**config.mk**
```make
export PLATFORM = sky130hd
export DESIGN_NAME = mult_seq32
export DESIGN_NICKNAME = d
export VERILOG_FILES = /design/src/rtl/mult_seq32.sv
export SDC_FILE = /design/constraint.sdc
export NUM_CORES = 1
export LEC_CHECK = 0
export CAP_MARGIN = 10
export CORE_MARGIN = 2
export CORE_UTILIZATION = 40
export DETAILED_ROUTE_END_ITERATION = 16
export PLACE_DENSITY_LB_ADDON = 0.25
export SETUP_SLACK_MARGIN = 0.2
export SLEW_MARGIN = 15
export SYNTH_ARGS = -nofsm -noshare
export SYNTH_HDL_FRONTEND = slang
export SYNTH_HIERARCHICAL = 1
export SYNTH_SLANG_ARGS = --single-unit
```
**constraint.sdc**
```tcl
create_clock -name clock -period 4.4 [get_ports clock]
set_input_delay 0.44 -clock clock [delete_from_list [all_inputs] [get_ports clock]]
set_output_delay 0.44 -clock clock [all_outputs]
set_load 0.02 [all_outputs]
```
**src/rtl/mult_seq32.sv**
```systemverilog
// Iterative 32x32->64 shift-add multiplier driving a single adder32.
// Optional signed operands: define MULT_SEQ_SIGNED_EN.

module adder32 (
  input  logic [31:0] a,
  input  logic [31:0] b,
  input  logic        carryIn,
  output logic [31:0] result,
  output logic        carryOut,
  output logic        overflow
);

  assign {carryOut, result} = {1'b0, a} + {1'b0, b} + {32'b0, carryIn};
  assign overflow = (a[31] == b[31]) && (result[31] != a[31]);

endmodule

module mult_seq32 #(
  parameter int WIDTH = 32,
  parameter int CNT_W = 6
) (
  input  logic             clock,
  input  logic             reset,
  input  logic             start,
  input  logic [WIDTH-1:0] A,
  input  logic [WIDTH-1:0] B,
`ifdef MULT_SEQ_SIGNED_EN
  input  logic             signedOp,
`endif
  output logic             busy,
  output logic             done,
  output logic [WIDTH-1:0] resultHi,
  output logic [WIDTH-1:0] resultLo,
  output logic             overflow
);

  typedef enum logic [1:0] {
    IDLE = 2'd0,
    CALC = 2'd1,
`ifdef MULT_SEQ_SIGNED_EN
    FIX  = 2'd2,
`endif
    DONE = 2'd3
  } state_t;

  state_t state, nstate;

  logic [WIDTH-1:0] m, ph, pl;
  logic [WIDTH-1:0] ph_n, pl_n;
  logic [CNT_W-1:0] cnt;
  logic             last;

  logic [WIDTH-1:0] add_a, add_b, sum;
  logic             add_ci, co;
  logic             add_ov_unused;

  logic [WIDTH-1:0] ma, mb;
  logic             ov_n;

`ifdef MULT_SEQ_SIGNED_EN
  logic sgn, neg, fstep, c;
  logic fix_need;
`endif

  adder32 u_add (
    .a        (add_a),
    .b        (add_b),
    .carryIn  (add_ci),
    .result   (sum),
    .carryOut (co),
    .overflow (add_ov_unused)
  );

  assign last = (cnt == CNT_W'(WIDTH - 1));

  // Operand capture: magnitudes when a signed multiply is requested
`ifdef MULT_SEQ_SIGNED_EN
  assign ma = (signedOp && A[WIDTH-1]) ? (~A + 1'b1) : A;
  assign mb = (signedOp && B[WIDTH-1]) ? (~B + 1'b1) : B;
  assign fix_need = neg && (|{ph_n, pl_n});
`else
  assign ma = A;
  assign mb = B;
`endif

  always_ff @(posedge clock) begin
    if (reset) state <= IDLE;
    else       state <= nstate;
  end

  always_comb begin
    nstate = state;
    unique case (state)
      IDLE: if (start) nstate = CALC;
      CALC: begin
        if (last) begin
`ifdef MULT_SEQ_SIGNED_EN
          nstate = fix_need ? FIX : DONE;
`else
          nstate = DONE;
`endif
        end
      end
`ifdef MULT_SEQ_SIGNED_EN
      FIX:  if (fstep) nstate = DONE;
`endif
      DONE: nstate = IDLE;
      default: nstate = IDLE;
    endcase
  end

  always_comb begin
    busy = (state != IDLE);
    done = (state == DONE);
  end

  // Adder steering and next partial-product values
  always_comb begin
    add_a  = ph;
    add_b  = pl[0] ? m : '0;
    add_ci = 1'b0;
    ph_n   = ph;
    pl_n   = pl;
    unique case (state)
      CALC: begin
        ph_n = {co, sum[WIDTH-1:1]};
        pl_n = {sum[0], pl[WIDTH-1:1]};
      end
`ifdef MULT_SEQ_SIGNED_EN
      FIX: begin
        add_b = '0;
        if (!fstep) begin
          add_a  = ~pl;
          add_ci = 1'b1;
          pl_n   = sum;
        end else begin
          add_a  = ~ph;
          add_ci = c;
          ph_n   = sum;
        end
      end
`endif
      default: ;
    endcase
  end

  always_comb begin
`ifdef MULT_SEQ_SIGNED_EN
    if (sgn) ov_n = (ph_n != {WIDTH{pl_n[WIDTH-1]}});
    else     ov_n = (ph_n != '0);
`else
    ov_n = (ph_n != '0);
`endif
  end

  always_ff @(posedge clock) begin
    if (reset) begin
      m        <= '0;
      ph       <= '0;
      pl       <= '0;
      cnt      <= '0;
      resultHi <= '0;
      resultLo <= '0;
      overflow <= 1'b0;
`ifdef MULT_SEQ_SIGNED_EN
      sgn      <= 1'b0;
      neg      <= 1'b0;
      fstep    <= 1'b0;
      c        <= 1'b0;
`endif
    end else begin
      if (state == IDLE && start) begin
        m   <= ma;
        ph  <= '0;
        pl  <= mb;
        cnt <= '0;
`ifdef MULT_SEQ_SIGNED_EN
        sgn   <= signedOp;
        neg   <= signedOp && (A[WIDTH-1] ^ B[WIDTH-1]);
        fstep <= 1'b0;
        c     <= 1'b0;
`endif
      end else begin
        ph <= ph_n;
        pl <= pl_n;
        if (state == CALC) cnt <= cnt + 1'b1;
`ifdef MULT_SEQ_SIGNED_EN
        if (state == FIX && !fstep) begin
          fstep <= 1'b1;
          c     <= co;
        end
`endif
      end
      if (nstate == DONE) begin
        resultHi <= ph_n;
        resultLo <= pl_n;
        overflow <= ov_n;
      end
    end
  end

endmodule

```
* Yosys cells after proc, flatten, opt, wreduce, memory -nomap -nowiden
Index checks and enable logic that the tools add are counted.
** Storage, ports and cells
- Output and inout port bits :: 67
- Flip-flop bits (word level) :: 169
- Input bits :: 67
** Cells by class
- Add/subtract/negate cells :: 2
- Multiplexer cells :: 7
- Reduce and logical (&&, ||, !) cells :: 5
- Eq/ne operators :: 4
** Operators by type and width (number)
- 32-bit two-way mux :: 4
- 32-bit by 32-bit adder with 33-bit output :: 1
- 32-bit nonzero test :: 1
- 6-bit by 1-bit adder with 6-bit output, second input constant :: 1
- 6-bit by 5-bit equality test with 1-bit output, second input constant :: 1
- 2-bit equality test, second input constant :: 2
- 2-bit two-way mux :: 2
- 2-bit one-hot mux with 2 select lines :: 1
- 2-bit by 1-bit equality test with 1-bit output, second input constant :: 1
- 2-bit zero test :: 1
- 2-bit nonzero test :: 1
- 2-bit OR reduction :: 1
- 1-bit logical AND :: 1

* Depth between registers and ports, before layout
- Word-level depth :: 4
- Gate-level depth with buffers :: 15

* Cells and area by module
The synthesis kept the hierarchy.
** Modules (own cells, without submodules)
- mult_seq32 :: times used 1, area an instance 6517.5 µm², sequential area each 3383.2 µm², cells an instance 706
- adder32 :: times used 1, area an instance 1730.4 µm², sequential area each 0.0 µm², cells an instance 239

* Worst setup path after synthesis
Ideal clock, no wire load.
- Path kind :: flip-flop to flip-flop
- Start :: register pl[0]
- End :: register overflow
- Path buffers :: 0
- Arrival time :: 3.416 ns
- Clock period less this slack :: 3.550 ns
- Data required time :: 4.267 ns
- Slack :: 0.850 ns
- Cell stages (with the launch flop) :: 15
- Path through :: dfxtp_1 -> and2_1 -> fa_1 -> fa_1 -> a21o_1 -> a221oi_1 -> or3_1 -> a21boi_1 -> o21a_1 -> nor2_1 -> a311oi_1 -> or4_1 -> nor4_1 -> a22o_1 -> a41oi_1
** On the way
- Cells in the longest elaborated chain, start to end :: 4
** Ends and longest elaborated chain
- start: declaration :: line 48 : logic [WIDTH-1:0] m, ph, pl;
- start signal: assignment :: line 175 : pl <= mb;
- start signal: assignment :: line 185 : pl <= pl_n;
- 32-bit two-way mux :: line 120 : add_b = pl[0] ? m : '0;
- via add_b[0] :: line 53 : logic [WIDTH-1:0] add_a, add_b, sum;
- 32-bit by 32-bit adder with 33-bit output :: line 13 : assign {carryOut, result} = {1'b0, a} + {1'b0, b} + {32'b0, carryIn};
- via sum[20] :: line 53
- 32-bit two-way mux :: line 124 : unique case (state)
- 32-bit nonzero test :: line 152 : ov_n = (ph_n != '0);
- end signal: assignment :: line 197 : overflow <= ov_n;
- end: declaration :: line 34 : output logic overflow
The timed path passes the listed nets, and every way through them passes these cells.
A chain may end at the register's enable or synchronous reset.

* Worst setup path after layout
Ends and elaborated chain as after synthesis.

==> flow_summary.yaml <==
outcome:
  status: "finished clean"
timing:
  min_period_over_period_pct: 86.6
  hold_viol_final: 0
  tightestPinTransition_ns: 1.00
  setup_viol: 0
  fmax_mhz: 262
  slew_viol_final: 0
  skew_ns: 0.00753
  min_period_ns: 3.81
  rsz0062_at_grt: "no"
  fin_tns_setup_ns: 0
  slew_headroom_pct: 32.9
routing:
  wl_per_cell_um: 16.0
  drt-initial-drc-count: 440
  route.met2.wl_um: 9750
  maxUsedRoutingLayer: "met4"
  drt_wl_total_um: 21200
  vias_per_cell: 5.26
  dr_wl_met3_um: 785
  drcViolationCount: 0
  wl_met1_um: 10400
  dr.pass1.iters: 5
  vias: 6941
  ant_nets: 0
global_route:
  first_global_vias: 6667
  grt_overflow_total: 0
  grt_max_degree: 97
  grt.total_usage_pct: 19.6
  grt_pass1_wl_um: 34400
  antenna_found_initial: 0
worst_setup_path:
  slowest_delay_ns: 0.53
  critPathTopFamily: "compound AO/OA/AOI/OAI gates"
  crit_path_cell_trace: "and2_1, fa_1, fa_1, a21o_1, a221oi_1, or3_1, a21boi_1, o21a_1, nor2_1, a311oi_1, or4_1, nor4_1, a22o_1, a41oi_1"
  crit_path_max_fanout: 3
  start_kind: "flop"
  crit_buf_inv: 0
  path_class: "reg -> reg"
  ff2ff_setup_slack_ns: 0.59
  r2r_start: "pl[0]$_SDFF_PP0_"
  rr_worst_depth: 14
  cpMostUsedCell: "fa_1"
  slowest_stage: "or4_1"
  cp.arrival_ns: 4.11
  critical_path_required_ns: 4.70
  reg2reg_to: "overflow$_SDFFE_PP0N_"
  cp-end-kind: "flop"
layout:
  nets: 1138
  num_antenna_cells: 0
  drive_gt1_share_pct: 5.90
  fin_util_pct: 50.8
  syn_to_final_growth_pct: 24.9
clocking:
  clk_latency_ns: 0.43
  cts-root-buf: "clkbuf_16"
  cts_buffer_depth: 2
  cts_buffers: 17
  cts.sinks: 169
  cts_tree: "done"
  clk_pin_slew_ns: 0.07
  ctsHtreeMaxLevel: 4
logic_synthesis:
  synth_nets: 1043
  synth_area_per_cell_um2: 8.73
  ys_warn_count: 6
  synthCells: 942
  synth_area_um2: 8220
pwr:
  power_density_nw_per_um2: 333
  total_leakage_power_nw: 4.02
  ir_worst_vdd_v: 0.000227
die:
  dieHeight_um: 147
  die_area_um2: 21700
  core-area_um2: 20200
  boundaryPins: 134
  std_cell_rows: 52
  die_x_um: 147
  start_util_pct: 40.6
placed_design:
  port_buffers: 133
  dp_hpwl_um: 15000
  place_congestion: 0.914
hold_path:
  min_to: "m[0]$_SDFFE_PP0P_"
  hold_path.class: "reg -> reg"
  hold_path_depth: 2
  min_from: "m[0]$_SDFFE_PP0P_"
job:
  cap_violations: 0
cell usage in the layout, fill, tap and decap left out, types with 3 or more instances in the layout:
cell type,count
dfxtp_1,169
nor2_1,150
clkdlybuf4s50_1,132
nand2_1,97
a211oi_1,92
mux2i_1,65
a21oi_1,61
and2_1,36
ha_1,32
xnor2_1,20
clkbuf_16,17
a21o_1,15
xor2_1,11
o21ai_0,11
nor4_1,10
buf_4,10
inv_1,9
nand4_1,9
nor3_1,8
nand3_1,7
or4_1,6
o21bai_1,6
o21a_1,6
a211oi_2,5
and3_1,5
inv_8,5
or3_1,3
inv_6,3
a221oi_1,3
a31oi_1,3
what timing repair did:
item                                    4_1_cts  5_1_grt
endpoints found under the setup margin        0        1
endpoints found under the hold margin         0        0
resized for setup                             0        1
setup buffers                                 0        0
hold buffers                                  0        0
flip-flops by register name, summed over array words and instances, names as in the netlist:
signal,count
overflow,1
m,32
cnt,6
resultLo,32
pl,32
resultHi,32
state,2
add_a,32
per-stage QoR:
stage	std cells	total power [mW]	setup WS (ns)	hold WS [ns]	cell area [µm²]
finish	1320	3.42	0.590	0.451	10300
global route	1320	3.55	0.267	0.483	10300
CTS	1320	3.46	0.562	0.452	10300
detailed placement	1288	1.93	0.572	0.442	9670
global placement	1288	1.93	0.688	0.441	9670
floorplan	942	1.82	0.850	0.432	8220
layout make-up:
type                    instances  area [µm²]
fillers                      1954        9960
multi-input cells             697        4500
flip-flops and latches        169        3380
repair buffers                143        1420
clock buffers                  17         425
well taps                     270         338
clock inverters                15         178
inverters                       9        33.8
power by group:
part	total, mW	internal [mW]	switching, mW	leakage, nW
Sequential	1.60	1.57	0.0247	1.37
Combinational	0.296	0.134	0.162	2.36
Clock	1.53	0.815	0.711	0.290
Total	3.42	2.52	0.897	4.02
routing by layer:
metal | up-vias | global-route usage, %
met1 | 3248 | 26.7
li1 | 3533 | -
met2 | 138 | 31.9
met3 | 22 | 3.70
met5 | - | 0
met4 | 0 | 5.29
worst min-delay path, delay by kind of cell, from the launching register on:
kind	cells	cell delay (ns)
flip-flops	1	0.31
AND/OR/NAND/NOR	1	0.05
AO/OA/AOI/OAI	1	0.05
worst max path at each step:
stage,endpoint,from,slack (ns),cells past startpoint
after floorplan,overflow$_SDFFE_PP0N_,pl[0]$_SDFF_PP0_,0.85,14
after global placement,overflow$_SDFFE_PP0N_,pl[0]$_SDFF_PP0_,0.69,14
after detailed placement,overflow$_SDFFE_PP0N_,pl[0]$_SDFF_PP0_,0.57,14
after CTS,overflow$_SDFFE_PP0N_,pl[0]$_SDFF_PP0_,0.56,14
after global routing,overflow$_SDFFE_PP0N_,pl[0]$_SDFF_PP0_,0.27,14
final,overflow$_SDFFE_PP0N_,pl[0]$_SDFF_PP0_,0.59,14
Note: power is estimated with default switching activity, not from simulation.
